--- config.mk ---
export PLATFORM = sky130hd
export DESIGN_NAME = grid_cell_tracker
export DESIGN_NICKNAME = d
export VERILOG_FILES = /design/src/rtl/grid_cell_tracker.sv
export SDC_FILE = /design/constraint.sdc
export NUM_CORES = 1
export LEC_CHECK = 0
export CAP_MARGIN = 20
export CELL_PAD_IN_SITES_DETAIL_PLACEMENT = 0
export CELL_PAD_IN_SITES_GLOBAL_PLACEMENT = 1
export CORE_MARGIN = 2
export CORE_UTILIZATION = 45
export DETAILED_ROUTE_END_ITERATION = 6
export PLACE_DENSITY = 0.87
export SKIP_CTS_REPAIR_TIMING = 1
export SLEW_MARGIN = 20
export SYNTH_ARGS = -nofsm -noshare
export SYNTH_HDL_FRONTEND = slang
export SYNTH_SLANG_ARGS = --single-unit
--- constraint.sdc ---
create_clock -name clk -period 6.9 [get_ports clk]
set_input_delay 1.035 -clock clk [delete_from_list [all_inputs] [get_ports clk]]
set_output_delay 1.035 -clock clk [all_outputs]
set_load 0.01 [all_outputs]
--- src/rtl/grid_cell_tracker.sv ---
// Raster-to-grid tracker: follows pixelx/pixely through a COLS x ROWS cell grid with
// incremental counters, and keeps a button-driven cursor whose moves land at frame start.
module grid_cell_tracker #(
  parameter int COLS    = 3,
  parameter int ROWS    = 3,
  parameter int CELL_W  = 213,
  parameter int CELL_H  = 160,
  parameter int GRID_X0 = 0,
  parameter int GRID_Y0 = 0,
  parameter int SPR_DX  = 73,
  parameter int SPR_DY  = 47,
  parameter int BORDER  = 2
) (
  input  logic       clk,
  input  logic       rst,
  input  logic       pix_en,
  input  logic [9:0] pixelx,
  input  logic [9:0] pixely,
  input  logic       mv_up,
  input  logic       mv_down,
  input  logic       mv_left,
  input  logic       mv_right,
  output logic       cell_valid,
  output logic [3:0] cell_col,
  output logic [3:0] cell_row,
  output logic [7:0] cell_index,
  output logic [9:0] posx,
  output logic [9:0] posy,
  output logic [9:0] offx,
  output logic [9:0] offy,
  output logic       on_border,
  output logic [7:0] cursor_index,
  output logic       cursor_hit
);
  localparam logic [0:0] IDLE    = 1'b0;
  localparam logic [0:0] PENDING = 1'b1;

  localparam logic [9:0] X0    = 10'(GRID_X0);
  localparam logic [9:0] Y0    = 10'(GRID_Y0);
  localparam logic [9:0] PX0   = 10'((GRID_X0 + SPR_DX) % 1024);
  localparam logic [9:0] PY0   = 10'((GRID_Y0 + SPR_DY) % 1024);
  localparam logic [9:0] CW    = 10'(CELL_W % 1024);
  localparam logic [9:0] CH    = 10'(CELL_H % 1024);
  localparam logic [9:0] CW_M1 = 10'(CELL_W - 1);
  localparam logic [9:0] CH_M1 = 10'(CELL_H - 1);
  localparam logic [9:0] BD    = 10'(BORDER);
  localparam logic [9:0] BX_HI = 10'(CELL_W - BORDER);
  localparam logic [9:0] BY_HI = 10'(CELL_H - BORDER);
  localparam logic [3:0] COL_M1 = 4'(COLS - 1);
  localparam logic [3:0] ROW_M1 = 4'(ROWS - 1);
  localparam logic [7:0] NCOL   = 8'(COLS);
  localparam logic [7:0] LAST_BASE = 8'((ROWS - 1) * COLS);

  logic       x_in_q, x_in_d, y_in_q, y_in_d;
  logic [3:0] col_q, col_d, row_q, row_d;
  logic [9:0] offx_q, offx_d, offy_q, offy_d, posx_q, posx_d, posy_q, posy_d;
  logic [7:0] rbase_q, rbase_d;

  logic [0:0] st_q, st_d;
  logic [1:0] dir_q, dir_d;
  logic [3:0] cur_col_q, cur_col_d, cur_row_q, cur_row_d;
  logic [7:0] cur_base_q, cur_base_d;

  logic       valid_d, border_d, hit_d, frame_start;
  logic [7:0] idx_d, cidx_d;

  // rbase tracks row*COLS so neither index needs a multiplier
  always_comb begin
    x_in_d = x_in_q; col_d = col_q; offx_d = offx_q; posx_d = posx_q;
    y_in_d = y_in_q; row_d = row_q; offy_d = offy_q; posy_d = posy_q; rbase_d = rbase_q;
    if (pix_en) begin
      if (pixelx == X0) begin
        x_in_d = 1'b1; col_d = 4'd0; offx_d = 10'd0; posx_d = PX0;
      end else if (x_in_q) begin
        if (offx_q == CW_M1) begin
          offx_d = 10'd0;
          if (col_q == COL_M1) x_in_d = 1'b0;
          else begin col_d = col_q + 4'd1; posx_d = posx_q + CW; end
        end else offx_d = offx_q + 10'd1;
      end
      if (pixelx == 10'd0) begin
        if (pixely == Y0) begin
          y_in_d = 1'b1; row_d = 4'd0; offy_d = 10'd0; posy_d = PY0; rbase_d = 8'd0;
        end else if (y_in_q) begin
          if (offy_q == CH_M1) begin
            offy_d = 10'd0;
            if (row_q == ROW_M1) y_in_d = 1'b0;
            else begin row_d = row_q + 4'd1; posy_d = posy_q + CH; rbase_d = rbase_q + NCOL; end
          end else offy_d = offy_q + 10'd1;
        end
      end
    end
  end

  assign frame_start = pix_en & (pixelx == 10'd0) & (pixely == 10'd0);

  always_comb begin
    st_d = st_q; dir_d = dir_q;
    cur_col_d = cur_col_q; cur_row_d = cur_row_q; cur_base_d = cur_base_q;
    if (st_q == IDLE) begin
      if (mv_up | mv_down | mv_left | mv_right) begin
        st_d  = PENDING;
        dir_d = mv_up ? 2'd0 : mv_down ? 2'd1 : mv_left ? 2'd2 : 2'd3;
      end
    end else if (frame_start) begin
      st_d = IDLE;
      case (dir_q)
        2'd0: if (cur_row_q == 4'd0) begin cur_row_d = ROW_M1; cur_base_d = LAST_BASE; end
              else begin cur_row_d = cur_row_q - 4'd1; cur_base_d = cur_base_q - NCOL; end
        2'd1: if (cur_row_q == ROW_M1) begin cur_row_d = 4'd0; cur_base_d = 8'd0; end
              else begin cur_row_d = cur_row_q + 4'd1; cur_base_d = cur_base_q + NCOL; end
        2'd2: cur_col_d = (cur_col_q == 4'd0) ? COL_M1 : cur_col_q - 4'd1;
        default: cur_col_d = (cur_col_q == COL_M1) ? 4'd0 : cur_col_q + 4'd1;
      endcase
    end
  end

  // hit compares against the post-move cursor so pixel (0,0) already sees it
  assign valid_d  = x_in_d & y_in_d;
  assign idx_d    = rbase_d + {4'd0, col_d};
  assign cidx_d   = cur_base_d + {4'd0, cur_col_d};
  assign border_d = valid_d & ((offx_d < BD) | (offx_d >= BX_HI) | (offy_d < BD) | (offy_d >= BY_HI));
  assign hit_d    = valid_d & (idx_d == cidx_d);

  always_ff @(posedge clk) begin
    if (rst) begin
      x_in_q <= 1'b0; col_q <= '0; offx_q <= '0; posx_q <= '0;
      y_in_q <= 1'b0; row_q <= '0; offy_q <= '0; posy_q <= '0; rbase_q <= '0;
      st_q <= IDLE; dir_q <= '0; cur_col_q <= '0; cur_row_q <= '0; cur_base_q <= '0;
      cell_valid <= 1'b0; cell_col <= '0; cell_row <= '0; cell_index <= '0;
      posx <= '0; posy <= '0; offx <= '0; offy <= '0;
      on_border <= 1'b0; cursor_hit <= 1'b0; cursor_index <= '0;
    end else begin
      x_in_q <= x_in_d; col_q <= col_d; offx_q <= offx_d; posx_q <= posx_d;
      y_in_q <= y_in_d; row_q <= row_d; offy_q <= offy_d; posy_q <= posy_d; rbase_q <= rbase_d;
      st_q <= st_d; dir_q <= dir_d; cur_col_q <= cur_col_d; cur_row_q <= cur_row_d;
      cur_base_q <= cur_base_d;
      cursor_index <= cidx_d;
      if (pix_en) begin
        cell_valid <= valid_d;
        on_border  <= border_d;
        cursor_hit <= hit_d;
        if (valid_d) begin
          cell_col <= col_d; cell_row <= row_d; cell_index <= idx_d;
          posx <= posx_d; posy <= posy_d; offx <= offx_d; offy <= offy_d;
        end
      end
    end
  end
endmodule
==> metrics <==
Initial Util=between 40% and 50%; Fin Hold WS=0.455 ns; dpl cells=1,207; Power Density=192 mW/mm^2; largest net degree at the start of global routing=between 70 and 80; Max Slew Vio Count=0; # IOs=94; root buffer cell=clkbuf_16; Overall Global Routing Usage=between 20% and 30%; status=finished, final reports clean; CP Depth=18; Pre-antenna DRT Iters=5; Final Cycle Share=70.1%; Core Region=0.0167 mm^2; Max Fclk=a little over 200 MHz; fin worst setup slack=2.06 ns; grt ovf=0; first-pass GRT wire length=32,000 um; Fin Clk Skew=0.0115 ns; Cells on Worst Hold Path=2; Synth Flop Type=dfxtp_1; Worst Path Arrival=a little over 5 ns; vias in the first global route=6,395; worst reg2reg startpoint=offy_q[0]; gpl congestion=0.905; Post-synth EDFFs=0; critical path peak fanout=8; DR vias=roughly 7,000; Clock Pin Slew Worst Setup and Hold Paths=0.07 ns; Mapped Area=0.00774 mm^2; worst-path cell chain=clkdlybuf4s50_1, nor4_4, and4_1, nor4bb_1, buf_4, and2_0, o21ai_0, inv_1, ha_1, a21o_1, a21oi_1, inv_1, and3_1, mux2i_1, a21oi_1, xnor2_1, xnor2_1, o31ai_1; Hold Path Class=reg -> reg; DR DRC count=0; FP Rows=47; final hold vios=0; Nets=roughly 1,100; Final Critical Period=4.84 ns; CP startpoint=pixelx[5]; fin cells=roughly 1,200; Worst VDD drop=~170 uV; element type at the critical path end=flip-flop; max_cap viols=0; Pleak=3.43 nW; Yosys reg bits=144; Worst EP required=between 7 and 8 ns; placed wire-length estimate=13,900 um; CTS max path bufs=2; CTS tree=built; die height=roughly 140 um; RSZ-0062 raised after global routing=no; Worst setup SP type=input pin; Synthesis Warnings=0; CP delay by family, top=simple AND/OR/NAND/NOR gates; critical path buffer and inverter count=4; Die Area=0.0183 mm^2; share of layout cells above drive strength 1=between 7 and 8%; crit path max-delay cell type=nor4_4; Post-synth ARST share=0%; initial antenna violation count=0; n_diodes=0; clock net sink count=144; Total Wirelength=approximately 20,000 um; Post-Place Setup Slack=1.67 ns; antenna-violating nets left=0; TritonCTS buffer count=17; worst hold start=posy_q[3]; H-Tree Depth=4; Syn Nets=1,002; Layout area overhead=20.5%; 1st-iter DRT viols=~460; Worst Tran Pin Value=0.853 ns; Worst Path Class, Setup=in -> reg; Final setup viols=0; Register-to-Register Path Depth=19; CP peak stage delay=approximately 0.46 ns; crit path capture=cursor_hit; vias per cell=between 5 and 6; Crit Reg-Reg Endpoint=cursor_hit; DIE WIDTH=135 um; reg-to-reg slack, setup=2.53 ns; Syn Inst Count=944; clock latency on the worst-skew pair=about 0.43 ns; IO buf count=93; Slew headroom=43.0%; sequential share of the synthesized area=a little under two fifths; total negative slack=0 ns; Routed WL per cell=15.9 um; synth unique cells=92; Mean Syn Cell Area=about 8.2 um^2
[cell usage in the layout, fill, tap and decap left out, types with 6 or more instances in the layout]
| cell type | Yosys | routed |
|---|---|---|
| nor2b_1 | 16 | 16 |
| clkdlybuf4s50_1 | 0 | 92 |
| mux2i_1 | 8 | 8 |
| clkbuf_16 | 0 | 17 |
| dfxtp_1 | 144 | 144 |
| o21ai_0 | 39 | 39 |
| nand4_1 | 12 | 12 |
| a31oi_1 | 6 | 6 |
| nand2_1 | 71 | 71 |
| ha_1 | 29 | 29 |
| xnor2_1 | 26 | 26 |
| nor2_1 | 158 | 157 |
| nand3_1 | 21 | 20 |
| a211oi_1 | 33 | 33 |
| and3_1 | 14 | 13 |
| nor3_1 | 45 | 45 |
| a21o_1 | 6 | 6 |
| xor2_1 | 18 | 18 |
| nor3b_1 | 6 | 6 |
| o211ai_1 | 6 | 6 |
| buf_4 | 0 | 8 |
| inv_1 | 33 | 33 |
| a21oi_1 | 70 | 70 |
[kinds of logic after synthesis]
kind of cell,count (synthesis),synth area share [%]
buffers and inverters,90,4.95
AND/OR/NAND/NOR,407,26.9
AO/OA/AOI/OAI,215,18.5
adder cells (fa/ha/maj),31,5.21
multiplexers,9,1.18
flip-flops,144,37.3
XOR/XNOR,48,5.98
[state kept, by name, summed over array words and instances, names as in the netlist, 10 cells and up]
| name | count |
|---|---|
| posy | 10 |
| posy_q | 10 |
| offx | 10 |
| offy | 10 |
| offy_q | 10 |
| posx_q | 10 |
| offx_q | 10 |
| posx | 10 |
[metrics by stage]
stage | instance area (um^2) | power (mW) | util [%]
2_1_floorplan | 7740 | 0.885 | -
3_3_place_gp | 8740 | 0.909 | 52.4
3_5_place_dp | 8740 | 0.910 | 52.4
4_1_cts | 9320 | 1.81 | 55.8
5_1_grt | 9320 | 1.85 | 55.8
6_report | 9320 | 1.79 | 55.8
[layout make-up]
cell class / count / area, um^2
Sequential cell: 144 / 2880
Timing Repair Buffer: 100 / 981
Clock inverter: 15 / 150
Inverter: 33 / 124
Fill cell: 1553 / 7380
Clock buffer: 17 / 425
Tap cell: 220 / 275
Multi-Input combinational cell: 710 / 4480
[synthesized netlist by cell type, drive strengths merged, types with 5 or more instances]
library cell  number  share of area [%]
nand3             21                1.4
dfxtp            144                 37
inv               33                1.6
o211ai             6               0.58
nor2b             16                1.3
nor3b              6               0.58
nand2             72                3.5
and2               5               0.40
buf               18                1.3
a211oi            34                3.4
and3              16                1.4
nor2             158                7.7
ha                29                4.7
nor4              11                1.9
xor2              19                2.2
mux2i              8                1.0
nor3              46                3.0
clkbuf            39                2.1
nand4             14                1.3
or4                6               0.63
and4               6               0.70
a31oi              6               0.49
a21o               6               0.58
xnor2             27                3.2
o21ai             40                2.6
o21a               5               0.49
a21oi             72                4.9
or3                6               0.50
[how the worst min path moves through the flow]
stage	slack (ns)	to
2_1_floorplan	0.43	posy_q[0]
3_3_place_gp	0.44	posy_q[3]
3_5_place_dp	0.44	posy_q[1]
4_1_cts	0.45	posy[4]
5_1_grt	0.48	cell_index[3]
6_report	0.46	posy_q[3]
[metal layers]
layer  share of wire, %  GRT usage, %  vias to the layer above
met5                  0             0                        -
met4                1.3          5.96                        0
met3                4.3          4.54                       18
met2                 48          36.6                      151
met1                 46          29.3                     3234
li1                   -             -                     3466
[report_power, final]
| group | switching (mW) | internal [mW] |
|---|---|---|
| clock network | 0.396 | 0.506 |
| logic | 0.0341 | 0.0229 |
| registers | 0.00182 | 0.832 |
[tightest hold or removal path: stages, from the launching register on]
cell and delay [ns]:
dfxtp_1 0.31, nor2_1 0.05, nor2_1 0.07
Note: power is estimated with default switching activity, not from simulation.
